## src/rtl/lsu_defs.sv

```systemverilog
// Shared constants for the load/store unit: RISC-V funct3 access codes and FSM state encodings.
package lsu_defs;

    localparam logic [2:0] F3_B  = 3'b000;
    localparam logic [2:0] F3_H  = 3'b001;
    localparam logic [2:0] F3_W  = 3'b010;
    localparam logic [2:0] F3_BU = 3'b100;
    localparam logic [2:0] F3_HU = 3'b101;

    localparam logic ST_IDLE   = 1'b0;
    localparam logic ST_RMW_WR = 1'b1;

endpackage

```

## src/rtl/lsu_load_align.sv

```systemverilog
// Load formatting: selects the addressed byte/halfword of a memory word and sign- or zero-extends it.
module lsu_load_align
    import lsu_defs::*;
(
    input  logic [31:0] word,
    input  logic [1:0]  offset,
    input  logic [2:0]  funct3,
    output logic [31:0] data
);

    logic [31:0] shifted;

    assign shifted = word >> {offset, 3'b000};

    always_comb begin
        data = '0;
        case (funct3)
            F3_B:    data = {{24{shifted[7]}}, shifted[7:0]};
            F3_BU:   data = {24'h0, shifted[7:0]};
            F3_H:    data = {{16{shifted[15]}}, shifted[15:0]};
            F3_HU:   data = {16'h0, shifted[15:0]};
            F3_W:    data = word;
            default: data = '0;
        endcase
    end

endmodule

```

## src/rtl/load_store_unit.sv

```systemverilog
// Byte-addressed load/store front end for a word-only data memory.
// Sub-word stores are performed as a read-modify-write that stalls the core for one cycle.
module load_store_unit
    import lsu_defs::*;
#(
    parameter int DATA_WIDTH = 32,
    parameter int ADDR_WIDTH = 4
) (
    input  logic                  clk,
    input  logic                  rst_n,
    input  logic                  req_re,
    input  logic                  req_we,
    input  logic [2:0]            funct3,
    input  logic [31:0]           addr,
    input  logic [DATA_WIDTH-1:0] wdata,
    output logic [DATA_WIDTH-1:0] rdata,
    output logic                  stall,
    output logic                  fault,
    output logic [ADDR_WIDTH-1:0] mem_addr,
    output logic [DATA_WIDTH-1:0] mem_wdata,
    output logic                  mem_we,
    output logic                  mem_re,
    input  logic [DATA_WIDTH-1:0] mem_rdata
);

    logic                  state;
    logic [DATA_WIDTH-1:0] merge_word;
    logic [ADDR_WIDTH-1:0] saved_addr;

    logic [ADDR_WIDTH-1:0] word_addr;
    logic                  is_store;
    logic                  is_load;
    logic                  misaligned;
    logic                  store_ok;
    logic                  load_ok;
    logic                  rmw_start;
    logic [DATA_WIDTH-1:0] merged;
    logic [DATA_WIDTH-1:0] load_data;
    logic                  unused_addr;

    // Upper address bits are dropped on purpose: accesses wrap modulo the memory size.
    assign word_addr   = addr[ADDR_WIDTH+1:2];
    assign unused_addr = &{1'b0, addr[31:ADDR_WIDTH+2]};

    assign is_store   = req_we;
    assign is_load    = req_re & ~req_we;
    assign misaligned = ((funct3[1:0] == 2'b01) && addr[0]) ||
                        ((funct3[1:0] == 2'b10) && (addr[1:0] != 2'b00));
    assign store_ok   = is_store && (funct3 inside {F3_B, F3_H, F3_W}) && !misaligned;
    assign load_ok    = is_load && (funct3 inside {F3_B, F3_H, F3_W, F3_BU, F3_HU}) && !misaligned;
    assign rmw_start  = (state == ST_IDLE) && store_ok && (funct3 != F3_W);

    lsu_load_align u_load_align (
        .word   (mem_rdata),
        .offset (addr[1:0]),
        .funct3 (funct3),
        .data   (load_data)
    );

    always_comb begin
        merged = mem_rdata;
        if (funct3 == F3_B)
            merged[{addr[1:0], 3'b000} +: 8] = wdata[7:0];
        else
            merged[{addr[1], 4'b0000} +: 16] = wdata[15:0];
    end

    // NOTE: every output gets a default first, so no path through the case leaves one
    // unassigned and no latch is inferred.
    always_comb begin
        rdata     = '0;
        stall     = 1'b0;
        fault     = 1'b0;
        mem_addr  = '0;
        mem_wdata = '0;
        mem_we    = 1'b0;
        mem_re    = 1'b0;
        case (state)
            ST_RMW_WR: begin
                mem_we    = 1'b1;
                mem_addr  = saved_addr;
                mem_wdata = merge_word;
            end
            default: begin
                if (store_ok) begin
                    mem_addr = word_addr;
                    if (funct3 == F3_W) begin
                        mem_we    = 1'b1;
                        mem_wdata = wdata;
                    end else begin
                        mem_re = 1'b1;
                        stall  = 1'b1;
                    end
                end else if (load_ok) begin
                    mem_addr = word_addr;
                    mem_re   = 1'b1;
                    rdata    = load_data;
                end else if (is_store || is_load) begin
                    fault = 1'b1;
                end
            end
        endcase
    end

    // NOTE: sequential state uses non-blocking assignments only; the async reset also
    // clears the write-back path so a pending partial store is abandoned immediately.
    always_ff @(posedge clk or negedge rst_n) begin
        if (!rst_n) begin
            state      <= ST_IDLE;
            merge_word <= '0;
            saved_addr <= '0;
        end else begin
            case (state)
                ST_RMW_WR: state <= ST_IDLE;
                default: begin
                    if (rmw_start) begin
                        state      <= ST_RMW_WR;
                        merge_word <= merged;
                        saved_addr <= word_addr;
                    end
                end
            endcase
        end
    end

endmodule

```

## config.mk

```make
export PLATFORM = sky130hd
export DESIGN_NAME = load_store_unit
export DESIGN_NICKNAME = d
export VERILOG_FILES = /design/src/rtl/lsu_defs.sv /design/src/rtl/lsu_load_align.sv /design/src/rtl/load_store_unit.sv
export SDC_FILE = /design/constraint.sdc
export NUM_CORES = 1
export LEC_CHECK = 0
export ABC_AREA = 0
export CORE_MARGIN = 10
export CORE_UTILIZATION = 37
export DETAILED_ROUTE_END_ITERATION = 12
export GPL_TIMING_DRIVEN = 1
export PLACE_DENSITY = 0.75
export SLEW_MARGIN = 20
export SYNTH_ARGS = -nofsm -noshare
export SYNTH_HDL_FRONTEND = slang
export SYNTH_SLANG_ARGS = --single-unit
```

## constraint.sdc

```tcl
create_clock -name clk -period 2.21 [get_ports clk]
set_input_delay 0.3315 -clock clk [delete_from_list [all_inputs] [get_ports clk]]
set_output_delay 0.3315 -clock clk [all_outputs]
set_load 0.02 [all_outputs]
```

[After elaboration in Yosys (flattened, before gate mapping)]
Index checks and enable logic that the tools add are counted.
Operators by class
  bitwise operators: 3
  mux-type cells: 28
  equal/unequal tests: 7
  shift operators: 5
  add/subtract/negate cells: 2
  reductions and logical operators: 16
Operators by type and width (number)
  32-bit two-way mux: 7
  32-bit one-hot mux with 5 select lines: 1
  32-bit bitwise mux: 2
  16-bit by 7-bit variable shift with 32-bit output (first input constant): 1
  8-bit by 7-bit variable shift with 32-bit output (first input constant): 1
  16-bit by 7-bit indexed part select with 32-bit output: 1
  8-bit by 7-bit indexed part select with 32-bit output: 1
  32-bit by 5-bit >> shifter with 16-bit output: 1
  1-bit two-way mux: 15
  5-bit negation with 7-bit output: 2
  4-bit two-way mux: 3
  1-bit logical AND: 8
  3-bit == test (second input constant): 2
  5-bit nonzero test: 1
  3-bit by 1-bit == test with 1-bit output (second input constant): 1
  3-bit by 2-bit == test with 1-bit output (second input constant): 1
  3-bit zero test: 1
  3-bit by 2-bit inequality test with 1-bit output (second input constant): 1
  3-bit nonzero test: 1
  2-bit by 1-bit == test with 1-bit output (second input constant): 1
  2-bit == test (second input constant): 1
  1-bit logical OR: 2
  1-bit inverter: 2
  2-bit AND reduction: 1
  3 further kinds: 3
Word-level totals
  bits in registers: 37
  output and inout port bits: 72

[Depth between registers and ports, before layout]
  depth after elaboration: 9
  mapped depth: 10

[Hierarchy]
Synthesis repeated with hierarchy kept, for this count alone.
Unflattened totals
  cell total of the unflattened synthesis: 544
  area, all modules: 4087.7 sq um
Modules (own cells, without submodules)
  load_store_unit: seq. area each 925.9 sq um, area each 3263.1 sq um, cells an instance 416, instances 1
  lsu_load_align: seq. area each 0.0 sq um, area each 824.5 sq um, cells an instance 128, instances 1

[Worst setup path before layout]
No wires, ideal clock.
  kind: input port to output port
  from: input addr[1]
  to: output rdata[19]
  data arrival time: 2.285 ns
  cell stages on the path: 10
  required time: 1.879 ns
  setup slack: -0.406 ns
  path through: buf_6 buf_2 inv_1 ha_1 nor3b_2 o21ai_1 or2_1 clkbuf_1 buf_4 a21oi_1
On the way
  longest elaborated chain between the ends: 8
  elaborated cells on any way between the ends: 11
RTL lines
  start, declared: RTL line load_store_unit.sv:14  | input logic [31:0] addr,
  branches (longest 6 deep; another with 32-bit by 5-bit >> shifter with 16-bit output)
  32-bit two-way mux *: RTL line load_store_unit.sv:85  | if (store_ok) begin
  32-bit two-way mux *: RTL line load_store_unit.sv:78  | case (state)
  end, declared: RTL line load_store_unit.sv:16  | output logic [DATA_WIDTH-1:0] rdata,
Mark *: on every way between the ends.

[Worst setup path in the final report]
  from: input mem_rdata[23]
  to: output rdata[19]
On the way
  longest elaborated chain between the ends: 5
RTL lines
  start, declared: RTL line load_store_unit.sv:23  | input logic [DATA_WIDTH-1:0] mem_rdata
  32-bit by 5-bit >> shifter with 16-bit output: RTL line lsu_load_align.sv:13  | assign shifted = word >> {offset, 3'b000};
  32-bit one-hot mux with 5 select lines: RTL line lsu_load_align.sv:17  | case (funct3)
  32-bit two-way mux: RTL line load_store_unit.sv:94  | end else if (load_ok) begin
  32-bit two-way mux: RTL line load_store_unit.sv:85
  32-bit two-way mux: RTL line load_store_unit.sv:78
No other way between the ends.

==> results.json <==
{
  "outcome": "finished clean",
  "fin_nets": 741,
  "critPathLaunchType": "input pin",
  "maxCapViolCount": 0,
  "grtUsageTotal_pct": 22.39,
  "place.detailed.hpwl_mm": 11.64,
  "slew_viol_final": 0,
  "synth_edf_count": 0,
  "hold_buffers": 0,
  "crit_type": "input pin to primary output",
  "yosysTopAreaCellShare_pct": 27.36,
  "fin_hold_ws_ns": 0.1411,
  "synth-adder-area-share_pct": 1.848,
  "internal_power_uw": 1712,
  "p_seq_share_pct": 36.1,
  "endpoint_kind": "primary output",
  "yosysTopAreaCell": "dfrtp_1",
  "max_freq_mhz": 455.3,
  "syn_inst": 410,
  "arrival_ns": 1.86,
  "cts_buffers": 5,
  "yosys.area_share.simple_pct": 20.37,
  "via_per_inst": 5.888,
  "p_comb_share_pct": 40.0,
  "antenna_found_initial": 0,
  "core_um2": 8806,
  "finalNonFillerCells": 742,
  "syn_area_um2": 3384,
  "worstMarginPinSlew_ns": 0.8544,
  "die-width_um": 115.6,
  "first_pass_iters": 6,
  "drive_gt1_share_pct": 38.96,
  "setup_viol": 0,
  "dpl.cell_count": 711,
  "wl_per_cell_um": 21.13,
  "swShare_pct": 34.69,
  "relSlewSlack_pct": 43.04,
  "synth_top_flop_cell": "dfrtp_1",
  "finalCritPeriodShare_pct": 99.38,
  "path_cells": "clkdlybuf4s15_2 > nand2b_4 > a311o_1 > a211o_4 > buf_12 > a21oi_4 > buf_6",
  "power_uw": 2622,
  "finish.utilization_pct": 69.51,
  "slowest_stage": "a211o_4",
  "placed_cell_area_um2": 5786,
  "async_flop_share_pct": 100.0,
  "layout_common_cells": "buf_4, clkdlybuf4s50_1, nand2_1",
  "via_count": 4369,
  "die_h_um": 115.6,
  "syn_avg_cell_area_um2": 8.255,
  "finalHoldViolCount": 0,
  "layout_commonest_cell": "buf_4",
  "grt_pass1_vias": 4443,
  "cp_max_fo": 6,
  "synth_area_leaders": "dfrtp_1, a22o_1, a221oi_1, nand2_1, nor2_1",
  "area.growth.synth_to_final_pct": 80.85,
  "synth_compound_area_share_pct": 38.93,
  "start_util_pct": 38.43,
  "synthXorXnorAreaFrac_pct": 0,
  "pwr_density_cell_nw_per_um2": 428.4,
  "globalplace.congestion": 0.9289,
  "power_frac_clock_pct": 23.9,
  "numPortBuffers": 148,
  "rows": 34,
  "ys_ff_latch": 37,
  "final_area_um2": 6121,
  "seq_area_frac_synth_pct": 27.36,
  "cts_tree": "built",
  "ioPinCount": 175,
  "wl_mm": 15.68,
  "skew_ns": 0.003187,
  "clockRootBuffer": "clkbuf_8",
  "netSwitchingPower_uw": 909.5,
  "period_minus_slack_ns": 2.196,
  "grt_pass1_wl_mm": 24.03,
  "drtIter0Drc": 321,
  "clock_latency_ns": 0.29,
  "antenna_left": 0,
  "clk_pin_slew_worst_paths_ns": 0.08,
  "cts_htree_levels": 2,
  "leakage_uw": 0.002604,
  "crit_required_ns": 1.88,
  "hold_path_class": "input pin to async pin",
  "drc": 0,
  "ys_types": 50,
  "grt_overflow_total": 0,
  "cts.sink_count": 37,
  "ys_warn_count": 0,
  "clk_path_buf_depth": 2,
  "vdd_drop_max_mv": 0.2200,
  "die_area_um2": 13370,
  "n_antenna_cell": 0,
  "synth.net_count": 518,
  "synth_top_family_by_area": "compound AO/OA/AOI/OAI gates",
  "slowest_delay_ns": 0.40,
  "grt_max_degree": 44,
  "muxShareOfSynthArea_pct": 4.806
}
## path summary, 6_finish.rpt
path | to | slack [ns] | startpoint | cells past startpoint
hold / removal | merge_word[6] | 0.14 | rst_n | 1
setup reg to reg | merge_word[19] | 0.25 | state | 7
max in group asynchronous | saved_addr[2] | 1.54 | rst_n | 1
hold reg to reg | saved_addr[1] | 0.48 | saved_addr[1] | 2
setup / recovery | rdata[19] | 0.01 | mem_rdata[23] | 7
min in group clk | saved_addr[1] | 0.48 | saved_addr[1] | 2
## worst max-delay path, delay by kind of cell
kind                   cells  cell delay, ns
AO/OA/AOI/OAI              3            0.92
AND/OR/NAND/NOR            1            0.07
buffers and inverters      3            0.54
## power groups by stage
stage          combinational, uW  clock (uW)  sequential (uW)
6_report                    1050         626              947
5_1_grt                     1130         646              969
4_1_cts                     1020         626              945
2_1_floorplan                525           0              916
3_5_place_dp                1010           0              958
3_3_place_gp                 983           0              952
## synthesized netlist by cell type (2+ instances only)
cell type  count
a211oi_1      17
nor2_1        44
mux2i_1       14
buf_6          2
inv_1          4
a32oi_1        7
o2bb2ai_1      7
a22o_1        36
a221oi_1      32
nand2_1       62
buf_4          3
inv_2          2
nor2b_1       22
o31ai_1       16
nand2b_1       2
a22oi_1        8
ha_1           5
a21oi_1       18
buf_2         19
dfrtp_1       37
a21oi_2        9
buf_1          2
clkbuf_1      14
nor3b_2        2
## layout make-up
| class | count | area [um2] |
|---|---|---|
| fillers | 659 | 2685 |
| repair buffers | 255 | 2315 |
| flip-flops and latches | 37 | 925.9 |
| clock inverters | 2 | 37.54 |
| inverters | 7 | 28.78 |
| multi-input cells | 327 | 2596 |
| well taps | 108 | 135.1 |
| clock buffers | 6 | 82.58 |
## kinds of logic (layout without fill, tap and decap cells)
kind of cell | count (synthesis) | after routing
compound gates | 161 | 162
buf+inv | 47 | 270
fa+ha+maj | 5 | 5
flops | 37 | 37
mux | 15 | 15
simple gates | 145 | 145
## state kept, by name, indices dropped and copies added (netlist names)
| name | cells |
|---|---|
| merge_word | 32 |
| saved_addr | 4 |
| state | 1 |
## routing by layer
layer  vias to the layer above  wire, um  global-route usage, %
met3                        29      1582                  7.442
met2                       250      7509                  37.30
met1                      2070      6200                  26.66
met4                         0       387                  7.339
li1                       2020         -                      -
met5                         -         0                      0
## what timing repair did
action                     in CTS  in global routing
setup endpoints to repair      99                 61
pin swaps                       8                  8
gates resized for setup       351                 37
buffers inserted               16                  2
cloned                          4                  1
## metrics by stage
step                      TNS [ns]  setup WS (ns)
final                            0        0.01360
after global placement      -56.39        -0.7380
after floorplan           -0.04274      -0.004100
after CTS                        0       0.005411
after global routing      -0.02110       -0.02110
after detailed placement    -60.19        -0.8065
Note: power is estimated with default switching activity, not from simulation.
